[src/rtl/vga_timing_decoder.sv]
// -----------------------------------------------------------------------------
// vga_timing_decoder
//
// Receiving end of the in-house VGA sync interface. Follows an externally
// generated h_sync/v_sync stream (both active-high), recovers the pixel
// position and a display-area flag, measures line period and lines per frame,
// and declares lock once the measured timing matches the configured format
// for LOCK_FRAMES consecutive frames.
//
// Ports:
//   clk             in   pixel clock
//   reset           in   asynchronous, active-high reset
//   h_sync          in   horizontal sync, active-high, synchronous to clk
//   v_sync          in   vertical sync, active-high, synchronous to clk
//   pos_x[9:0]      out  recovered column
//   pos_y[9:0]      out  recovered line
//   in_display_area out  locked & pos_x < H_ACTIVE & pos_y < V_ACTIVE
//   line_len[10:0]  out  last measured h_sync rise-to-rise period in clocks
//   frame_lines[10:0] out last measured h_sync rises per v_sync period
//   locked          out  timing matches the parameters
//   sync_error      out  one-cycle pulse on a timing violation
//
// All outputs are registered.
// -----------------------------------------------------------------------------
module vga_timing_decoder #(
    parameter int H_TOTAL     = 801,
    parameter int V_TOTAL     = 526,
    parameter int H_ACTIVE    = 640,
    parameter int V_ACTIVE    = 480,
    parameter int H_EDGE_X    = 658,
    parameter int V_EDGE_Y    = 491,
    parameter int LOCK_FRAMES = 2
) (
    input  logic        clk,
    input  logic        reset,
    input  logic        h_sync,
    input  logic        v_sync,
    output logic [9:0]  pos_x,
    output logic [9:0]  pos_y,
    output logic        in_display_area,
    output logic [10:0] line_len,
    output logic [10:0] frame_lines,
    output logic        locked,
    output logic        sync_error
);

    localparam logic [9:0]  H_LAST_C     = 10'(H_TOTAL - 1);
    localparam logic [9:0]  V_LAST_C     = 10'(V_TOTAL - 1);
    localparam logic [9:0]  H_ACTIVE_C   = 10'(H_ACTIVE);
    localparam logic [9:0]  V_ACTIVE_C   = 10'(V_ACTIVE);
    localparam logic [9:0]  H_EDGE_C     = 10'(H_EDGE_X);
    localparam logic [9:0]  V_EDGE_C     = 10'(V_EDGE_Y);
    localparam logic [10:0] H_TOTAL_C    = 11'(H_TOTAL);
    localparam logic [10:0] V_TOTAL_C    = 11'(V_TOTAL);
    localparam logic [10:0] CNT_MAX_C    = 11'h7FF;
    localparam logic [10:0] CNT_PRE_MAX_C = 11'h7FE;
    localparam logic [7:0]  LOCK_C       = 8'(LOCK_FRAMES);

    // Increment with wrap to zero once the last legal value is reached.
    function automatic logic [9:0] wrap_inc(input logic [9:0] value, input logic [9:0] last);
        if (value >= last) begin
            return 10'd0;
        end else begin
            return value + 10'd1;
        end
    endfunction

    // State registers
    logic        h_sync_d_r, v_sync_d_r;
    logic [9:0]  pos_x_r, pos_y_r;
    logic        in_disp_r;
    logic [10:0] h_cnt_r, line_cnt_r;
    logic [10:0] line_len_r, frame_lines_r;
    logic        h_seen_r, v_seen_r, frame_bad_r;
    logic [7:0]  good_cnt_r;
    logic        locked_r, sync_error_r;

    // Next-state values
    logic [9:0]  pos_x_s, pos_y_s;
    logic        in_disp_s;
    logic [10:0] h_cnt_s, line_cnt_s, line_len_s, frame_lines_s;
    logic        h_seen_s, v_seen_s, frame_bad_s;
    logic [7:0]  good_cnt_s;
    logic        locked_s;

    // Edge and error detection
    logic h_rise_s, v_rise_s;
    logic line_err_s, frame_err_s, timeout_s, any_err_s;

    assign h_rise_s = h_sync & ~h_sync_d_r;
    assign v_rise_s = v_sync & ~v_sync_d_r;

    // Period checks only once a previous rise has given a valid reference.
    assign line_err_s  = h_rise_s & h_seen_r & (h_cnt_r != H_TOTAL_C);
    assign frame_err_s = v_rise_s & v_seen_r & (line_cnt_r != V_TOTAL_C);
    // Fires on the step into saturation, so a long stall reports only once;
    // h_seen drops at the same time so the resuming rise is not compared.
    assign timeout_s   = h_seen_r & ~h_rise_s & (h_cnt_r == CNT_PRE_MAX_C);
    assign any_err_s   = line_err_s | frame_err_s | timeout_s;

    // Position recovery: reload on sync edges, free-run in between.
    always_comb begin
        pos_x_s = pos_x_r;
        pos_y_s = pos_y_r;
        if (h_rise_s) begin
            pos_x_s = H_EDGE_C;
        end else begin
            pos_x_s = wrap_inc(pos_x_r, H_LAST_C);
        end
        // Vertical reload beats the line-wrap increment; a wrap coinciding
        // with h_rise is suppressed because the reload redefines the line.
        if (v_rise_s) begin
            pos_y_s = V_EDGE_C;
        end else if (!h_rise_s && (pos_x_r >= H_LAST_C)) begin
            pos_y_s = wrap_inc(pos_y_r, V_LAST_C);
        end else begin
            pos_y_s = pos_y_r;
        end
    end

    // Period measurement, validity flags and lock qualification.
    always_comb begin
        h_cnt_s       = h_cnt_r;
        line_cnt_s    = line_cnt_r;
        line_len_s    = line_len_r;
        frame_lines_s = frame_lines_r;
        h_seen_s      = h_seen_r;
        v_seen_s      = v_seen_r;
        frame_bad_s   = frame_bad_r;
        good_cnt_s    = good_cnt_r;
        locked_s      = locked_r;
        in_disp_s     = 1'b0;

        if (h_rise_s) begin
            line_len_s = h_cnt_r;
            h_cnt_s    = 11'd1;
        end else if (h_cnt_r != CNT_MAX_C) begin
            h_cnt_s = h_cnt_r + 11'd1;
        end else begin
            h_cnt_s = h_cnt_r;
        end

        // A rise coinciding with v_rise is the first line of the new frame.
        if (v_rise_s) begin
            frame_lines_s = line_cnt_r;
            line_cnt_s    = {10'd0, h_rise_s};
        end else if (h_rise_s && (line_cnt_r != CNT_MAX_C)) begin
            line_cnt_s = line_cnt_r + 11'd1;
        end else begin
            line_cnt_s = line_cnt_r;
        end

        if (h_rise_s) begin
            h_seen_s = 1'b1;
        end else if (timeout_s) begin
            h_seen_s = 1'b0;
        end else begin
            h_seen_s = h_seen_r;
        end

        if (v_rise_s) begin
            v_seen_s = 1'b1;
        end else begin
            v_seen_s = v_seen_r;
        end

        // An error on the v_rise cycle is charged to the frame that is
        // closing (good_cnt already zeroes), so the new frame starts clean.
        if (v_rise_s) begin
            frame_bad_s = 1'b0;
        end else if (any_err_s) begin
            frame_bad_s = 1'b1;
        end else begin
            frame_bad_s = frame_bad_r;
        end

        if (any_err_s) begin
            good_cnt_s = 8'd0;
        end else if (v_rise_s && v_seen_r && !frame_bad_r && (good_cnt_r < LOCK_C)) begin
            good_cnt_s = good_cnt_r + 8'd1;
        end else begin
            good_cnt_s = good_cnt_r;
        end

        if (any_err_s) begin
            locked_s = 1'b0;
        end else if (good_cnt_s == LOCK_C) begin
            locked_s = 1'b1;
        end else begin
            locked_s = locked_r;
        end

        // Computed from next-state values so it lines up with pos_x/pos_y.
        in_disp_s = locked_s & (pos_x_s < H_ACTIVE_C) & (pos_y_s < V_ACTIVE_C);
    end

    // State register; sync delay lines reset high so a held sync is no edge.
    always_ff @(posedge clk or posedge reset) begin
        if (reset) begin
            h_sync_d_r    <= 1'b1;
            v_sync_d_r    <= 1'b1;
            pos_x_r       <= 10'd0;
            pos_y_r       <= 10'd0;
            in_disp_r     <= 1'b0;
            h_cnt_r       <= 11'd0;
            line_cnt_r    <= 11'd0;
            line_len_r    <= 11'd0;
            frame_lines_r <= 11'd0;
            h_seen_r      <= 1'b0;
            v_seen_r      <= 1'b0;
            frame_bad_r   <= 1'b0;
            good_cnt_r    <= 8'd0;
            locked_r      <= 1'b0;
            sync_error_r  <= 1'b0;
        end else begin
            h_sync_d_r    <= h_sync;
            v_sync_d_r    <= v_sync;
            pos_x_r       <= pos_x_s;
            pos_y_r       <= pos_y_s;
            in_disp_r     <= in_disp_s;
            h_cnt_r       <= h_cnt_s;
            line_cnt_r    <= line_cnt_s;
            line_len_r    <= line_len_s;
            frame_lines_r <= frame_lines_s;
            h_seen_r      <= h_seen_s;
            v_seen_r      <= v_seen_s;
            frame_bad_r   <= frame_bad_s;
            good_cnt_r    <= good_cnt_s;
            locked_r      <= locked_s;
            sync_error_r  <= any_err_s;
        end
    end

    assign pos_x           = pos_x_r;
    assign pos_y           = pos_y_r;
    assign in_display_area = in_disp_r;
    assign line_len        = line_len_r;
    assign frame_lines     = frame_lines_r;
    assign locked          = locked_r;
    assign sync_error      = sync_error_r;

endmodule

[config.mk]
export PLATFORM = sky130hd
export DESIGN_NAME = vga_timing_decoder
export DESIGN_NICKNAME = d
export VERILOG_FILES = /design/src/rtl/vga_timing_decoder.sv
export SDC_FILE = /design/constraint.sdc
export NUM_CORES = 1
export LEC_CHECK = 0
export ABC_AREA = 1
export BUFFER_PORTS_ARGS = -buffer_cell sky130_fd_sc_hd__buf_2
export CAP_MARGIN = 20
export CORE_ASPECT_RATIO = 0.9
export CORE_MARGIN = 2
export CORE_UTILIZATION = 30
export DETAILED_ROUTE_END_ITERATION = 12
export PLACE_DENSITY = 0.51
export SYNTH_ARGS = -nofsm -noshare
export SYNTH_HDL_FRONTEND = slang
export SYNTH_SLANG_ARGS = --single-unit
export TNS_END_PERCENT = 1
[constraint.sdc]
create_clock -name clk -period 2.55 [get_ports clk]
set_input_delay 0.1275 -clock clk [delete_from_list [all_inputs] [get_ports clk]]
set_output_delay 0.1275 -clock clk [all_outputs]
set_load 0.05 [all_outputs]
==> impl_metrics.env <==
export IMPL_run_status="finished, final reports clean"
export IMPL_dr_first_iter_drc_count=248
export IMPL_ys_ff_latch=80
export IMPL_boundary_pins=49
export IMPL_first_pass_iters=4
export IMPL_netlist_area_mm2=0.00398
export IMPL_place_port_buffers=48
export IMPL_worstPathArrival_ps=2120
export IMPL_worst_path_most_repeated_cell="nor2_1"
export IMPL_final_period_minus_worst_setup_slack_ps=1880
export IMPL_wl_met3_um=476
export IMPL_final_hold_violation_count=0
export IMPL_wire_per_inst_um=12.9
export IMPL_drive_gt1_share_pct=18.7
export IMPL_dieArea_mm2=0.0142
export IMPL_cts_buffers=9
export IMPL_gr_usage_all_layers_pct=13.8
export IMPL_final_min_period_over_clock_period_pct=73.8
export IMPL_tightestPinTransition_ps=642
export IMPL_clock_sinks=80
export IMPL_initial_cell_density_of_the_core_pct=31.0
export IMPL_max_cap_viol_count=0
export IMPL_cts_buffer_depth=2
export IMPL_fill_cells=1298
export IMPL_post_drt_via_cell_ratio=4.62
export IMPL_synthesized_instance_count=476
export IMPL_setup_tns_final_ps=0
export IMPL_cts_htree_levels=3
export IMPL_synth_area_per_cell_um2=8.35
export IMPL_timing_setup_critical_path_class="in2reg"
export IMPL_seq_area_mm2=0.00200
export IMPL_multi_input_area_mm2=0.00162
export IMPL_die_h_um=113
export IMPL_drt_met1_wl_mm=4.43
export IMPL_synth_area_leader_cell="dfrtp_1"
export IMPL_irDropWorstVdd_uv=307
export IMPL_fp_row_count=39
export IMPL_grt_remaining_overflow=0
export IMPL_cts_tree="yes"
export IMPL_report_power_total_mw=3.67
export IMPL_timing_critical_path_slowest_stage_cell="dlygate4sd3_1"
export IMPL_share_of_synthesized_area_occupied_by_flip_flops_and_latches_pct=50.4
export IMPL_place_detailed_hpwl_mm=6.57
export IMPL_synth_top_area_share_pct=49.1
export IMPL_finalNonFillerCells=703
export IMPL_relSlewSlack_pct=57.1
export IMPL_report_final_setup_viol=0
export IMPL_grt_setup_unrepaired="no"
export IMPL_timing_reg2reg_setup_slack_ps=720
export IMPL_synth_top_cells_by_area="dfrtp_1 49%, nand2_1 9.1%, inv_1 7.2%"
export IMPL_core_area_mm2=0.0128
export IMPL_timing_critical_path_fanout_max=14
export IMPL_timing_critical_path_buf_inv=4
export IMPL_cellLeakagePower_nw=2.43
export IMPL_timing_hold_worst_class="in2async"
export IMPL_drtAntennaViolNets=0
export IMPL_synth_cell_type_count=38
export IMPL_number_of_vias_after_detailed_routing=3250
export IMPL_drc=0
export IMPL_path_clk_slew_ps=60
export IMPL_clk_latency_ps=340
export IMPL_worst_path_dominant_cell_family="buffers and inverters"
export IMPL_clock_root_buffer="clkbuf_16"
export IMPL_wire_length_of_the_first_global_routing_pass_mm=15.8
export IMPL_worstPathCellList="dlygate4sd3_1, buf_2, inv_1, nor2_4, clkinv_1, nand2_4, nand4_1, nor2_1, nor2_1"
export IMPL_fp_dieW_um=125
export IMPL_final_nets=549
export IMPL_drv_slew=0
export IMPL_endpoint_kind="flop"
export IMPL_drt_wl_total_mm=9.07
export IMPL_synth_warnings=0
export IMPL_diodes=0
export IMPL_number_of_global_route_vias_before_repair=3316
export IMPL_cts_setup_buffers=0
export IMPL_critPathRequiredTime_ps=2780
export IMPL_achievable_frequency_mhz=531
export IMPL_routed_length_on_met2_mm=3.93
export IMPL_gp_congestion=0.832
export IMPL_routed_top_layer="met4"
export IMPL_syn_to_final_growth_pct=21.5
export IMPL_max_stage_delay_ps=520
export IMPL_grt_antenna_before_repair=0
export IMPL_power_density_mw_per_mm2=760
export IMPL_worst_clock_skew_ps=6.40
export IMPL_place_detailed_instances=684
export IMPL_maximum_number_of_pins_on_one_net_before_global_route_repair=46
export IMPL_startpoint_type="primary input"
export IMPL_syn_num_nets=491
repair_timing:
item                                   CTS  global route
endpoints found under the hold margin   37             0
hold buffers                             3             0
resized for setup                        0             0
registers in the layout, indices dropped and copies added (netlist names):
signal and cells:
h_seen_r 1, frame_lines 11, sync_error 1, h_cnt_r 11, locked 1, in_display_area 1, good_cnt_r 8, pos_x 10
v_seen_r 1, v_sync_d_r 1, pos_y 10, line_cnt_r 11, frame_bad_r 1, line_len 11, h_sync_d_r 1
per-layer routing:
metal | up-vias | track usage (%)
li1 | 1627 | -
met1 | 1536 | 18.4
met2 | 71 | 20.8
met3 | 16 | 4.21
met4 | 0 | 6.15
met5 | - | 0
layout by cell type (no fill, tap or decap), drive strengths merged:
| cell type | count |
|---|---|
| dfrtp | 78 |
| buf | 53 |
| a211oi | 1 |
| o21bai | 3 |
| nand4 | 9 |
| nand3 | 36 |
| o31ai | 2 |
| bufinv | 4 |
| ha | 11 |
| clkinv | 6 |
| dlygate4sd3 | 3 |
| o22ai | 2 |
| a31oi | 2 |
| dfstp | 2 |
| a21oi | 17 |
| xnor2 | 4 |
| o41ai | 1 |
| o211ai | 2 |
| o21ai | 40 |
| or2 | 2 |
| nand2 | 106 |
| nor2 | 46 |
| xor2 | 7 |
| inv | 77 |
| clkbuf | 10 |
| nor4 | 2 |
| nor3 | 13 |
cell type report:
class                           count  area share [%]
Sequential cell                    80            41.5
Tap cell                          164            4.25
Timing Repair Buffer               56            6.63
Inverter                           81            6.32
Clock buffer                       10            4.95
Multi-Input combinational cell    306            33.6
Clock inverter                      6            2.70
worst paths after layout:
check | to | start | cells after the start
worst max-delay path | line_cnt_r[6] | v_sync | 9
worst min-delay path | pos_x[4] | reset | 3
worst max register to register | frame_bad_r | line_cnt_r[0] | 11
worst min register to register | frame_lines[9] | frame_lines[9] | 2
max in group asynchronous | h_sync_d_r | reset | 4
min in group clk | v_sync_d_r | v_sync | 2
kinds of logic (layout without fill, tap and decap cells):
group	Yosys count	after routing	synth area share, %
AOI/OAI and AO/OA	70	70	9.63
xor gates and xnor gates	11	11	2.42
adders and majority gates	11	11	3.46
buffers and inverters	90	153	8.72
DFF	80	80	50.4
and+or+nand+nor	214	214	25.3
cell usage after synthesis, drive strengths merged:
master	n
xor2	7
nand4	9
inv	78
a31oi	2
a21oi	17
ha	11
nor3	13
dfrtp	78
o21bai	3
o41ai	1
nand2	106
nor4	2
o211ai	2
nand3	36
o31ai	2
or2	2
clkbuf	6
o22ai	2
xnor2	4
dfstp	2
clkinv	3
a211oi	1
nor2	46
buf	3
o21ai	40
power breakdown:
group	switching [mW]	total, mW	internal [mW]
Combinational	0.454	0.617	0.163
Sequential	0.0918	1.46	1.37
Clock	0.511	1.59	1.08
Total	1.06	3.67	2.61
stage by stage:
stage                     cell area, um2  utilization [%]  hold slack [ps]  setup WS [ps]
after floorplan                     3980                -              132            374
after global placement              4430             34.5              234            735
final                               4830             37.6              407            667
after detailed placement            4430             34.5              241            722
after CTS                           4830             37.6              430            667
after global routing                4830             37.6              450            442
tightest hold or removal path, cell delays in order:
cell,delay (ps)
dlygate4sd3_1,530
buf_2,130
clkinv_2,430
(Power assumes the default switching activity.)
